--- config.mk ---
export PLATFORM = sky130hd
export DESIGN_NAME = serial_add_collector
export DESIGN_NICKNAME = d
export VERILOG_FILES = /design/src/rtl/serial_add_collector.sv
export SDC_FILE = /design/constraint.sdc
export NUM_CORES = 1
export LEC_CHECK = 0
export ABC_CLOCK_PERIOD_IN_PS = 1900
export CAP_MARGIN = 20
export CORE_MARGIN = 3
export CORE_UTILIZATION = 50
export CTS_CLUSTER_SIZE = 8
export DETAILED_ROUTE_END_ITERATION = 10
export PLACE_DENSITY = 0.83
export SYNTH_ARGS = -nofsm -noshare
export SYNTH_HDL_FRONTEND = slang
export SYNTH_SLANG_ARGS = --single-unit
--- constraint.sdc ---
create_clock -name clk_i -period 1.9 [get_ports clk_i]
set_input_delay 0.38 -clock clk_i [delete_from_list [all_inputs] [get_ports clk_i]]
set_output_delay 0.38 -clock clk_i [all_outputs]
set_load 0.01 [all_outputs]
--- src/rtl/serial_add_collector.sv ---
// Bit-serial adder back end: one full adder plus a carry flop, LSB-first sum deserialiser.
// Optional signed-overflow output is enabled by defining SERIAL_ADD_OVF_EN.
module serial_add_collector #(
    parameter int WIDTH = 8
) (
    input  logic             clk_i,
    input  logic             reset_n_i,
    input  logic             start_i,
    input  logic             bit_valid_i,
    input  logic             a_i,
    input  logic             b_i,
    output logic [WIDTH-1:0] sum_o,
    output logic             carry_o,
    output logic             done_o,
`ifdef SERIAL_ADD_OVF_EN
    output logic             busy_o,
    output logic             ovf_o
`else
    output logic             busy_o
`endif
);

    localparam int CW = $clog2(WIDTH);
    localparam logic [CW-1:0] LAST = CW'(WIDTH - 1);

    typedef enum logic [1:0] {IDLE, ADD, DONE} state_t;

    state_t           state_reg, state_next;
    logic [CW-1:0]    count_reg, count_next;
    logic             carry_reg, carry_next;
    logic [WIDTH-1:0] partial_reg, partial_next;
    logic [WIDTH-1:0] sum_reg, sum_next;
    logic             cout_reg, cout_next;
    logic             done_reg, done_next;
    logic             busy_reg, busy_next;
`ifdef SERIAL_ADD_OVF_EN
    logic             ovf_reg, ovf_next;
`endif

    logic             s_bit;
    logic             c_new;
    logic [WIDTH-1:0] shifted;

    assign s_bit = a_i ^ b_i ^ carry_reg;
    assign c_new = (a_i & b_i) | (a_i & carry_reg) | (b_i & carry_reg);

    // New sum bit enters at the MSB; after WIDTH shifts bit 0 holds the LSB.
    genvar gi;
    generate
        for (gi = 0; gi < WIDTH - 1; gi++) begin : g_shift
            assign shifted[gi] = partial_reg[gi+1];
        end
    endgenerate
    assign shifted[WIDTH-1] = s_bit;

    always_comb begin
        state_next   = state_reg;
        count_next   = count_reg;
        carry_next   = carry_reg;
        partial_next = partial_reg;
        sum_next     = sum_reg;
        cout_next    = cout_reg;
`ifdef SERIAL_ADD_OVF_EN
        ovf_next     = ovf_reg;
`endif
        case (state_reg)
            IDLE: begin
                if (start_i) begin
                    state_next   = ADD;
                    count_next   = '0;
                    carry_next   = 1'b0;
                    partial_next = '0;
                end
            end
            ADD: begin
                if (start_i) begin
                    count_next   = '0;
                    carry_next   = 1'b0;
                    partial_next = '0;
                end else if (bit_valid_i) begin
                    carry_next   = c_new;
                    partial_next = shifted;
                    if (count_reg == LAST) begin
                        state_next = DONE;
                        count_next = '0;
                        sum_next   = shifted;
                        cout_next  = c_new;
`ifdef SERIAL_ADD_OVF_EN
                        // carry_reg is the carry into the MSB at this point
                        ovf_next   = carry_reg ^ c_new;
`endif
                    end else begin
                        count_next = count_reg + CW'(1);
                    end
                end
            end
            DONE: begin
                if (start_i) begin
                    state_next   = ADD;
                    count_next   = '0;
                    carry_next   = 1'b0;
                    partial_next = '0;
                end else begin
                    state_next = IDLE;
                end
            end
            default: state_next = IDLE;
        endcase
        done_next = (state_next == DONE);
        busy_next = (state_next == ADD);
    end

    always_ff @(posedge clk_i) begin
        if (!reset_n_i) begin
            state_reg   <= IDLE;
            count_reg   <= '0;
            carry_reg   <= 1'b0;
            partial_reg <= '0;
            sum_reg     <= '0;
            cout_reg    <= 1'b0;
            done_reg    <= 1'b0;
            busy_reg    <= 1'b0;
`ifdef SERIAL_ADD_OVF_EN
            ovf_reg     <= 1'b0;
`endif
        end else begin
            state_reg   <= state_next;
            count_reg   <= count_next;
            carry_reg   <= carry_next;
            partial_reg <= partial_next;
            sum_reg     <= sum_next;
            cout_reg    <= cout_next;
            done_reg    <= done_next;
            busy_reg    <= busy_next;
`ifdef SERIAL_ADD_OVF_EN
            ovf_reg     <= ovf_next;
`endif
        end
    end

    assign sum_o   = sum_reg;
    assign carry_o = cout_reg;
    assign done_o  = done_reg;
    assign busy_o  = busy_reg;
`ifdef SERIAL_ADD_OVF_EN
    assign ovf_o   = ovf_reg;
`endif

endmodule

==> metrics.md <==
| Metric | Value |
|---|---|
| Worst-margin pin slew | `0.4550 ns` |
| Max-Cap Viols | `0` |
| Core ar. | `1821 um2` |
| Crit-path leading delay family | `buffers and inverters` |
| VDD IR max | `0.0005948 V` |
| Total congestion overflow | `0` |
| WL/cell | `between 10 and 15 um` |
| Vias in the first global route | `726` |
| Required @ worst endpoint | `1.52 ns` |
| DRC | `0` |
| Max incr delay on CP | `approximately 0.55 ns` |
| Die H | `~51 um` |
| Postcts setup bufs | `0` |
| Max-slew headroom | `0.6967` |
| Total routed wirelength | `1.854 mm` |
| Tot GR Track Use | `0.1668` |
| Die area | `2586 um2` |
| First-pass GRT wire length | `3.249 mm` |
| Routed Antenna Nets | `0` |
| Ports | `17` |
| Slowest CP cell | `clkdlybuf4s50_1` |
| Final Max Slew Viols | `0` |
| Root buf cell | `clkbuf_4` |
| Setup WS post-layout | `roughly 0.3 ns` |
| Cts bufs inserted | `3` |
| Status | `finished, final reports clean` |
| HP Start | `carry_o` |
| Sequential share of power | `0.657` |
| Setup TNS | `0 ns` |
| Int Pwr | `0.6079 mW` |
| P per Cell Area | `about 650 nW/um2` |
| Switching part of the total | `0.2179` |
| Synth Instances | `around 110` |
| Drt initial violations | `11` |
| Worst-path clk slew | `0.12 ns` |
| Top cells by count, synth | `dfxtp_1, nand2_1, a21boi_1, nand4_1, o21ai_2` |
| WHS | `0.4673 ns` |
| Leak | `~0.43 nW` |
| Tmin final | `1.596 ns` |
| Final HPWL DP | `~1.3 mm` |
| TritonRoute pass-1 iters | `4` |
| CTS Buffer Depth | `2` |
| CTS Hold Bufs | `0` |
| Clk_skew | `0.001864 ns` |
| Vias | `791` |
| Sw Pwr | `0.1693 mW` |
| GR Layer Usage met1 | `0.2282` |
| Critical path type | `reg2out` |
| Seq cells post-synth | `24` |
| EDFF count, synth | `0` |
| Critical path capture point type | `primary output` |
| H-tree levels | `1` |
| Util after Layout | `0.6543` |
| CTS tree | `yes` |
| Async SR Flop Fraction | `0` |
| M3 GR Usage | `0.05831` |
| CTS resizes | `0` |
| CP startpoint kind | `flop` |
| Die width | `50.86 um` |
| Final net count | `130` |
| Comb power frac | `0.068` |
| CTS Sinks | `24` |
| Synth area leaders | `dfxtp_1, o21ai_2, a21boi_1` |
| Busiest grt layer | `met2` |
| Insertion delay to the later sink of the worst-skew pair | `0.30 ns` |
| Port Buffer Count | `16` |
| Ys flop type | `dfxtp_1` |
| RSZ-0062 raised after global routing | `no` |
| CP cell instances | `clkdlybuf4s50_1` |
| # setup viols final | `0` |
| Largest net degree at the start of global routing | `34` |
| Area leader, netlist | `dfxtp_1` |
| Starting Density | `0.5526` |
| P&R area growth vs syn | `18.41%` |
| CP arrival | `between 1 and 1.5 ns` |
| Syn_nets | `between 100 and 150` |
| R2r startpoint | `count_reg[0]` |
| Post-Syn Area per Cell | `between 9 and 10 um2` |
| Initial antenna violation count | `0` |
| Placer's final routability congestion estimate | `0.7273` |
| Share of post-route cells with drive strength above 1 | `0.1597` |
| Count leader, synth | `dfxtp_1` |
| Final Hold Viols | `0` |
| # rows | `15` |
| Pre-CTS WS | `around 0.17 ns` |
| Type of the most critical hold path | `reg2reg` |
| Library cells used by synthesis | `22` |
| Max FFs per register | `8` |
| Final period utilization | `0.8400` |
| Area share of the largest cell type after synthesis | `0.4776` |
| CP startpoint | `sum_o[6]` |
| Worst Path Buf+Inv | `1` |
| Sequential-to-total area share from yosys stat | `0.4776` |
| Yosys warns | `0` |
| Vias per inst | `5.493` |
| Synthesized area | `~1000 um2` |
| Grt met2 use | `0.2522` |
| Critical Path Fanout Max | `2` |
| Antenna diode count | `0` |
| Fmax | `between 600 and 700 MHz` |
| Clk network pwr share | `0.275` |
-- layer usage --
layer  up-vias  wire length, um
met5         -                0
met4         0               12
met3         2               66
met1       372              885
met2        14              889
li1        403                -
-- power groups by stage --
stage               Combinational (mW)  Clock, mW  Sequential (mW)
CTS                             0.0530      0.227            0.511
global route                    0.0576      0.241            0.512
detailed placement              0.0528          0            0.522
global placement                0.0513          0            0.522
finish                          0.0528      0.214            0.511
floorplan                       0.0299          0            0.522
-- path summary, 6_finish.rpt --
path              slack [ns]  cells past startpoint            to
setup reg to reg        0.55                      5  state_reg[0]
hold reg to reg         0.47                      2       carry_o
hold / removal          0.47                      2       carry_o
setup / recovery        0.30                      1      sum_o[6]
-- logic make-up (layout without fill, tap and decap cells) --
logic type,count (synthesis),count (layout),share of synthesized area
AOI/OAI and AO/OA,32,32,0.2239
DFF,24,24,0.4776
and+or+nand+nor,37,37,0.1953
buffers and inverters,9,23,0.05845
adders and majority gates,3,3,0.04477
-- area by class of cell --
class | count | area (um2)
flip-flops and latches | 24 | 480.5
clock buffers | 3 | 22.52
multi-input cells | 72 | 466.7
well taps | 25 | 31.28
fillers | 163 | 629.4
repair buffers | 20 | 190.2
-- through the flow --
stage	instance area (um2)	power (mW)	cells
final	1191	0.7772	144
after global routing	1191	0.8104	144
after CTS	1191	0.7912	144
after detailed placement	1169	0.5749	141
after global placement	1169	0.5732	141
after floorplan	1006	0.5522	105
-- placed cells by master, fill, tap and decap left out --
cell and count:
a21oi_1 2, and2_4 1, o221a_2 1, o21ai_0 2
nand2_1 20, and2_1 1, o21ai_1 8, a21boi_1 10
fa_1 1, o21ai_2 9, and4bb_4 1, clkdlybuf4s50_1 16
dfxtp_1 24, nand2b_1 1, buf_4 4, and3_1 2
clkbuf_4 3, ha_1 2, nand4_1 9, nor3b_1 2
-- worst reg2reg max path, cell delays in order, from the launching register on --
cell	delay [ns]
dfxtp_1	0.38
ha_1	0.16
ha_1	0.32
nand2_1	0.09
a21oi_1	0.22
nor3b_1	0.08
(Power assumes the default switching activity.)
